$ cat src/rtl/if_id_stage_pkg.sv
// rtl/if_id_stage_pkg.sv - word size, HLT/NOP encodings and the IF/ID entry type shared by the fetch slice
package if_id_stage_pkg;

    localparam int WORD_SIZE = 16;

    typedef logic [WORD_SIZE-1:0] word_t;

    localparam logic [3:0] OPCODE_HLT   = 4'hF;
    localparam logic [5:0] FUNC_HLT     = 6'd29;
    localparam word_t      NOP_ENCODING = 16'h0000;

    typedef struct packed {
        logic  valid;
        word_t inst;
        word_t pc;
        word_t pc_plus1;
    } if_id_entry_t;

    function automatic logic is_hlt(input word_t inst);
        return (inst[15:12] == OPCODE_HLT) && (inst[5:0] == FUNC_HLT);
    endfunction

endpackage

$ cat src/rtl/if_id_stage_if.sv
// rtl/if_id_stage_if.sv - instruction memory request/ready handshake between fetch and memory
interface if_id_stage_if;
    import if_id_stage_pkg::*;

    logic  i_readM;
    word_t i_address;
    word_t i_data;
    logic  i_inputReady;

    modport master (
        output i_readM,
        output i_address,
        input  i_data,
        input  i_inputReady
    );

    modport slave (
        input  i_readM,
        input  i_address,
        output i_data,
        output i_inputReady
    );

endinterface

$ cat src/rtl/if_id_stage_fetch_ctrl.sv
// rtl/if_id_stage_fetch_ctrl.sv - fetch FSM and one-entry stall buffer; IF_HALT_DETECT_EN adds S_HALT
module if_id_stage_fetch_ctrl
    import if_id_stage_pkg::*;
#(
    parameter word_t NOP_INST = NOP_ENCODING
) (
    input  logic  Clk,
    input  logic  Reset_N,
    input  logic  stall,
    input  logic  flush,
    input  logic  input_ready,
    input  word_t data,
    output logic  read_req,
    output logic  deliver,
    output word_t deliver_inst
);

    localparam logic [2:0] S_REQ   = 3'd0;
    localparam logic [2:0] S_WAIT  = 3'd1;
    localparam logic [2:0] S_HOLD  = 3'd2;
    localparam logic [2:0] S_DRAIN = 3'd3;
`ifdef IF_HALT_DETECT_EN
    localparam logic [2:0] S_HALT  = 3'd4;
`endif

    logic [2:0] state;
    logic [2:0] state_next;
    logic [2:0] after_deliver;
    word_t      buf_inst;

    always_ff @(posedge Clk or negedge Reset_N) begin
        if (!Reset_N) state <= S_REQ;
        else          state <= state_next;
    end

    // Response captured while decode is stalled; only meaningful in S_HOLD.
    always_ff @(posedge Clk or negedge Reset_N) begin
        if (!Reset_N)                                        buf_inst <= NOP_INST;
        else if (flush)                                      buf_inst <= NOP_INST;
        else if (state == S_WAIT && input_ready && stall)    buf_inst <= data;
    end

    always_comb begin
`ifdef IF_HALT_DETECT_EN
        after_deliver = is_hlt(deliver_inst) ? S_HALT : S_REQ;
`else
        after_deliver = S_REQ;
`endif
        state_next = state;
        if (flush) begin
            // Memory cannot cancel, so an outstanding read must still be absorbed.
            if ((state == S_WAIT || state == S_DRAIN) && !input_ready) state_next = S_DRAIN;
            else                                                       state_next = S_REQ;
        end else begin
            case (state)
                S_REQ:   state_next = S_WAIT;
                S_WAIT:  if (input_ready) state_next = stall ? S_HOLD : after_deliver;
                S_HOLD:  if (!stall)      state_next = after_deliver;
                S_DRAIN: if (input_ready) state_next = S_REQ;
`ifdef IF_HALT_DETECT_EN
                S_HALT:  state_next = S_HALT;
`endif
                default: state_next = S_REQ;
            endcase
        end
    end

    always_comb begin
        read_req     = (state == S_REQ) || (state == S_WAIT);
        deliver_inst = (state == S_HOLD) ? buf_inst : data;
        deliver      = !flush && !stall &&
                       ((state == S_WAIT && input_ready) || state == S_HOLD);
    end

endmodule

$ cat src/rtl/if_id_stage.sv
// rtl/if_id_stage.sv - PC and IF/ID latch around the fetch controller; IF_HALT_DETECT_EN enables HLT stop
module if_id_stage
    import if_id_stage_pkg::*;
#(
    parameter word_t RESET_PC = 16'h0000,
    parameter word_t NOP_INST = NOP_ENCODING
) (
    input  logic         Clk,
    input  logic         Reset_N,
    if_id_stage_if.master imem,
    input  logic         stall,
    input  logic         flush,
    input  word_t        flush_target,
    output logic         if_id_valid,
    output word_t        if_id_inst,
    output word_t        if_id_pc,
    output word_t        if_id_pc_plus1
);

    word_t pc;
    logic  read_req;
    logic  deliver;
    word_t deliver_inst;

    if_id_stage_fetch_ctrl #(.NOP_INST(NOP_INST)) u_fetch_ctrl (
        .Clk          (Clk),
        .Reset_N      (Reset_N),
        .stall        (stall),
        .flush        (flush),
        .input_ready  (imem.i_inputReady),
        .data         (imem.i_data),
        .read_req     (read_req),
        .deliver      (deliver),
        .deliver_inst (deliver_inst)
    );

    // Reset forces the request low even though the FSM already sits in S_REQ.
    assign imem.i_readM   = read_req & Reset_N;
    assign imem.i_address = pc;

    always_ff @(posedge Clk or negedge Reset_N) begin
        if (!Reset_N)     pc <= RESET_PC;
        else if (flush)   pc <= flush_target;
        else if (deliver) pc <= pc + 16'd1;
    end

    always_ff @(posedge Clk or negedge Reset_N) begin
        if (!Reset_N) begin
            if_id_valid    <= 1'b0;
            if_id_inst     <= NOP_INST;
            if_id_pc       <= 16'h0000;
            if_id_pc_plus1 <= 16'h0000;
        end else if (flush) begin
            if_id_valid <= 1'b0;
            if_id_inst  <= NOP_INST;
        end else if (!stall) begin
            if (deliver) begin
                if_id_valid    <= 1'b1;
                if_id_inst     <= deliver_inst;
                if_id_pc       <= pc;
                if_id_pc_plus1 <= pc + 16'd1;
            end else begin
                if_id_valid <= 1'b0;
                if_id_inst  <= NOP_INST;
            end
        end
    end

endmodule

$ cat src/flat_wrapper.sv
// flat-port wrapper written by rule: the top's interface ports become plain ports
module if_id_stage_flat import if_id_stage_pkg::*;
#(
    parameter word_t RESET_PC = 16'h0000,
    parameter word_t NOP_INST = NOP_ENCODING
)
  (Clk, Reset_N, stall, flush, flush_target, if_id_valid, if_id_inst, if_id_pc, if_id_pc_plus1, imem_i_readM, imem_i_address, imem_i_data, imem_i_inputReady);
  if_id_stage_if imem_i ();
  input  logic Clk;
  input  logic Reset_N;
  input  logic stall;
  input  logic flush;
  input  word_t flush_target;
  output logic if_id_valid;
  output word_t if_id_inst;
  output word_t if_id_pc;
  output word_t if_id_pc_plus1;
  output wire logic [$bits(imem_i.i_readM)-1:0] imem_i_readM;
  output wire logic [$bits(imem_i.i_address)-1:0] imem_i_address;
  input wire logic [$bits(imem_i.i_data)-1:0] imem_i_data;
  input wire logic [$bits(imem_i.i_inputReady)-1:0] imem_i_inputReady;
  assign imem_i_readM = imem_i.i_readM;
  assign imem_i_address = imem_i.i_address;
  assign imem_i.i_data = imem_i_data;
  assign imem_i.i_inputReady = imem_i_inputReady;
  if_id_stage #(.RESET_PC(RESET_PC), .NOP_INST(NOP_INST)) u_core (.Clk(Clk), .Reset_N(Reset_N), .imem(imem_i), .stall(stall), .flush(flush), .flush_target(flush_target), .if_id_valid(if_id_valid), .if_id_inst(if_id_inst), .if_id_pc(if_id_pc), .if_id_pc_plus1(if_id_pc_plus1));
endmodule
$ cat config.mk
export PLATFORM = sky130hd
export DESIGN_NAME = if_id_stage_flat
export DESIGN_NICKNAME = d
export VERILOG_FILES = /design/src/rtl/if_id_stage_pkg.sv /design/src/rtl/if_id_stage_if.sv /design/src/rtl/if_id_stage_fetch_ctrl.sv /design/src/rtl/if_id_stage.sv /design/src/flat_wrapper.sv
export SDC_FILE = /design/constraint.sdc
export NUM_CORES = 1
export LEC_CHECK = 0
export BUFFER_PORTS_ARGS = -buffer_cell sky130_fd_sc_hd__buf_2
export CAP_MARGIN = 20
export CORE_MARGIN = 2
export CORE_UTILIZATION = 45
export CTS_BUF_LIST = sky130_fd_sc_hd__clkbuf_4 sky130_fd_sc_hd__clkbuf_8
export DETAILED_ROUTE_END_ITERATION = 10
export PLACE_DENSITY = 0.76
export SYNTH_ARGS = -nofsm -noshare
export SYNTH_HDL_FRONTEND = slang
export SYNTH_SLANG_ARGS = --single-unit
$ cat constraint.sdc
create_clock -name Clk -period 1.9 [get_ports Clk]
set_clock_uncertainty 0.15 [all_clocks]
set_input_delay 0.095 -clock Clk [delete_from_list [all_inputs] [get_ports Clk]]
set_output_delay 0.095 -clock Clk [all_outputs]
set_load 0.1 [all_outputs]
## After elaboration in Yosys (flattened, before gate mapping)

Cells that the tools add are included.

- Add/sub/neg operators: 1
- Multiply operators: 0
- Divide/modulo/power cells: 0
- Magnitude comparators: 0
- Eq/ne operators: 7
- Shift operators: 0
- Multiplexer cells: 18
- Bitwise logic cells: 3
- Reduce and logical (&&, ||, !) cells: 16

Operator list:

| kind | number |
|---|---|
| $mux 16 | 8 |
| $add 16x1->16 const B | 1 |
| $mux 3 | 4 |
| $pmux 3 s4 | 1 |
| $ne 3x3->1 const B | 3 |
| $eq 3x2->1 const B | 2 |
| $reduce_and 3->1 | 2 |
| $logic_and 1x1->1 | 5 |
| $mux 2 | 2 |
| $reduce_bool 2->1 | 2 |
| $eq 3x1->1 const B | 1 |
| $logic_not 1->1 | 3 |
| $logic_not 3->1 | 1 |
| $logic_or 1x1->1 | 3 |
| $mux 1 | 3 |
| $ne 2x1->1 const B | 1 |
| $not 1->1 | 2 |
| $and 1x1->1 | 1 |

- Register bits: 84
- Latch bits: 0
- Bits in writable memories: 0
- ROM bits: 0
- Input port bits: 37
- Memories kept: 0

## Depth between registers and ports, before layout

- Word-level depth: 7
- Gate-level depth with buffers: 7
- Mapped depth without buffers: 5

## Hierarchy

A second synthesis with hierarchy kept.

- Cell total of the unflattened synthesis: 364
- Area total of the unflattened synthesis: 4,006.3 µm²

By module, submodules not included:

| module | times used | cells an instance | area an instance (µm²) | seq. area each (µm²) |
|---|---|---|---|---|
| if_id_stage | 1 | 298 | 3,030.4 | 1,626.6 |
| if_id_stage_fetch_ctrl | 1 | 66 | 975.9 | 450.4 |

## Least setup slack after synthesis

No wires, ideal clock.

- Kind: reg-to-reg
- Start point: register u_core.pc[7], in the netlist u_core.imem.i_address[7]
- End point: register u_core.pc[15], in the netlist u_core.imem.i_address[15]
- Library setup time: 0.082 ns
- Arrival time: 2.644 ns
- Data required time: 1.668 ns
- Path slack: -0.976 ns
- Cell stages (with the launch flop): 7
- Path buffers: 2
- Cells stage by stage: dfrtp_1 > buf_2 > nand3_2 > or4_1 > buf_2 > or4_1 > a31oi_1

- Cells in the longest elaborated chain, start to end: 3

Ends and longest elaborated chain:

| what | line | text |
|---|---|---|
| start: declaration | if_id_stage.sv:20 | `word_t pc;` |
| start signal: assignment | if_id_stage.sv:43 | `else if (flush) pc <= flush_target;` |
| start signal: assignment | if_id_stage.sv:44 | `else if (deliver) pc <= pc + 16'd1;` |
| $add 16x1->16 | if_id_stage.sv:44 |  |
| $mux 16 | if_id_stage.sv:44 |  |
| $mux 16 | if_id_stage.sv:43 |  |

No other way between the ends. The select of a mux whose other input is x is not followed.
A chain may end at the register's enable or synchronous reset.

## Final worst setup path

- Start point: register u_core.pc[6], in the netlist u_core.imem.i_address[6]
- End point: register u_core.if_id_pc_plus1[15]

- Cells in the longest elaborated chain, start to end: 1

Ends and longest elaborated chain:

| what | line | text |
|---|---|---|
| $add 16x1->16 | if_id_stage.sv:61 | `if_id_pc_plus1 <= pc + 16'd1;` |
| end signal: assignment | if_id_stage.sv:61 |  |
| end: declaration | if_id_stage.sv:17 | `output word_t if_id_pc_plus1` |

No other way between the ends.

==> flow_metrics.py <==
metrics = {
    "synthesis": {
        "synth_seq_area_share": 0.547,
        "synth.yosys.warnings": 0,
        "synth_seq_cells": 83,
        "ys.flop_type": "dfrtp_1",
        "netlist-cell-type-count": 40,
        "synth_cells": 387,
        "syn_nets": 425,
        "synth_area_per_cell_um2": 9.80,
        "synth_area_mm2": 0.00379,
        "ys_async_sr_fraction": 1.00,
        "synth-edff-count": 0,
    },
    "timing": {
        "holdWs_ns": 0.0328,
        "hold_viol": 0,
        "period_needed_ns": 1.93,
        "fmax_ghz": 0.518,
        "rsz0062_at_grt": "yes",
        "period_share": 1.02,
        "setup_tns_ns": -0.0596,
        "tightest_slew_ns": 0.511,
        "maxSlewHeadroom": 0.661,
        "maxSlewViolCount": 0,
        "final-setup-viol-count": 2,
        "fin_ws_ns": -0.0322,
    },
    "cells_and_area": {
        "final_layout_size_suffix_gt1_frac": 0.346,
        "final_area_mm2": 0.00539,
        "n_antenna_cell": 0,
        "final_common_cell": "nand2_1",
        "final_cell_mix": "101 x nand2_1, 100 x buf_2, 69 x dfrtp_1, 37 x o21ai_0, 36 x dlygate4sd3_1",
        "post-route-util": 0.659,
        "layout.nets": 585,
        "areaGrowthSynthToFinish_pct": 42.1,
    },
    "placement": {
        "placed_area_mm2": 0.00471,
        "dp_hpwl_mm": 6.99,
        "gp_congestion": 0.853,
        "io_buffer_count": 102,
    },
    "clocking": {
        "clk_root_buffer_cell": "clkbuf_8",
        "cts_sinks": 83,
        "h-tree-depth": 3,
        "clkTransAtPathRegs_ns": 0.09,
        "cts_buffer_depth": 2,
        "cts_buffers": 9,
        "clock_latency_ns": 0.36,
        "tritoncts": "built",
    },
    "power_and_ir_drop": {
        "max-vdd-ir-drop_uv": 1310,
        "powerDensity_mw_per_mm2": 1490,
        "total_power_mw": 8.03,
        "p_leak_nw": 2.53,
    },
    "critical_path": {
        "crit_type": "register to register",
        "worst_ep_required_time_ns": 2.02,
        "max_stage_delay_ns": 0.56,
        "crit_path_max_fanout": 4,
        "start_kind": "register",
        "crit_family": "simple AND/OR/NAND/NOR gates",
        "cp_num_buf_inv": 1,
        "end_kind": "register",
        "path_cells": "nand3_4 -> or4_4 -> buf_6 -> or3_1 -> a31oi_1",
        "worstPathArrival_ns": 2.05,
        "cp_slowest_cell": "or4_4",
    },
    "floorplan": {
        "die_w_um": 95.8,
        "io_pins": 103,
        "coreArea_mm2": 0.00818,
        "initial_utilization": 0.464,
        "die_y_um": 95.8,
        "rows": 33,
        "die_area_mm2": 0.00918,
    },
    "route": {
        "drtPass1Iterations": 5,
        "via_per_inst": 5.33,
        "drc": 0,
        "wirelength_mm": 10.6,
        "vias": 3503,
        "wl_per_cell_um": 16.2,
        "drt_iter0_drc": 245,
        "detail-route-antenna-nets": 0,
    },
    "global_route": {
        "grt.overflow.total": 0,
        "grt_pass1_wl_mm": 16.8,
        "grt_max_degree": 84,
        "first_global_vias": 3397,
        "grt_usage": 0.241,
        "grt_antenna_before_repair": 0,
    },
    "worst_hold_path": {
        "hold_class": "input port to register",
    },
    "outcome": {
        "violations": "negative setup slack",
        "outcome": "finished, violations left",
    },
    "run": {
        "cap_violations": 0,
    },
}
-- sequential cells by signal, summed over array words and instances (netlist names) --
register                      cells
u_core.u_fetch_ctrl.buf_inst     16
u_core.u_fetch_ctrl.state         2
u_core.imem.i_address            16
u_core.if_id_pc_plus1            16
u_core.if_id_valid                1
u_core.if_id_inst                16
u_core.if_id_pc                  16
-- report_power, final --
group | leakage [nW] | switching [mW] | internal (mW)
Combinational | 1.39 | 3.66 | 0.749
Clock | 0.0857 | 0.712 | 0.494
Sequential | 1.05 | 0.231 | 2.19
Total | 2.53 | 4.60 | 3.44
-- cell usage after synthesis (all sizes together) (2+ instances only) --
| cell | n | area share |
|---|---|---|
| nand4 | 4 | 0.0066 |
| nor4 | 3 | 0.0049 |
| a31oi | 4 | 0.0066 |
| mux2i | 18 | 0.047 |
| nand3 | 5 | 0.0079 |
| nor2 | 10 | 0.0099 |
| o31ai | 3 | 0.0059 |
| a21oi | 4 | 0.0063 |
| dfrtp | 83 | 0.55 |
| nand2b | 4 | 0.0066 |
| or4 | 3 | 0.0059 |
| nand3b | 2 | 0.0040 |
| nor3 | 3 | 0.0040 |
| o21ai | 44 | 0.058 |
| a22o | 16 | 0.037 |
| nor2b | 5 | 0.0082 |
| a2111oi | 2 | 0.0046 |
| clkbuf | 21 | 0.021 |
| nand2 | 101 | 0.10 |
| o31a | 2 | 0.0046 |
| or3 | 3 | 0.0049 |
| xor2 | 5 | 0.012 |
| xnor2 | 17 | 0.039 |
| a21boi | 2 | 0.0040 |
| a211oi | 4 | 0.0079 |
| buf | 10 | 0.016 |
-- per-layer routing --
layer / wire length (um) / share of wire / up-vias / track usage
met3: 554 / 0.052 / 19 / 0.0470
met5: 0 / 0 / - / 0
met4: 231 / 0.022 / 0 / 0.101
met1: 4690 / 0.44 / 1724 / 0.326
li1: - / - / 1642 / -
met2: 5140 / 0.48 / 118 / 0.381
-- repair_timing --
action,in CTS,in global routing
hold buffers,36,0
endpoints found under the setup margin,7,53
setup buffers,1,3
hold endpoints to repair,133,0
pin swaps,6,3
resized for setup,6,20
-- final timing paths --
check / from / slack (ns) / to / depth (start not counted)
worst max-delay path: u_core.imem.i_address[6] / -0.03 / u_core.if_id_pc_plus1[15] / 5
worst min-delay path: flush / 0.03 / u_core.imem.i_address[6] / 2
worst max register to register: u_core.imem.i_address[6] / -0.03 / u_core.if_id_pc_plus1[15] / 5
worst min register to register: u_core.if_id_pc[8] / 0.32 / u_core.if_id_pc[8] / 2
max in group asynchronous: Reset_N / 1.01 / u_core.imem.i_address[8] / 3
min in group asynchronous: Reset_N / 0.22 / u_core.if_id_pc_plus1[1] / 3
-- kinds of logic after synthesis --
| group | Yosys count | synth area share |
|---|---|---|
| xor gates and xnor gates | 22 | 0.0508 |
| muxes | 18 | 0.0475 |
| DFF | 83 | 0.547 |
| and+or+nand+nor | 147 | 0.172 |
| adders and majority gates | 1 | 0.00330 |
| AOI/OAI and AO/OA | 84 | 0.141 |
| buffers and inverters | 32 | 0.0379 |
-- final cells by class --
cell class	count	area (um2)
Clock buffer	9	124
Clock inverter	7	58.8
Fill cell	655	2780
Inverter	1	3.75
Multi-Input combinational cell	272	1680
Sequential cell	83	2120
Tap cell	105	131
Timing Repair Buffer	180	1270
-- stage by stage --
stage | instances | worst slack [ns]
after CTS | 654 | -0.0176
after detailed placement | 601 | -0.112
after global placement | 601 | -0.0159
after global routing | 657 | -0.0946
final | 657 | -0.0322
after floorplan | 387 | -0.472
Note: power is estimated with default switching activity, not from simulation.
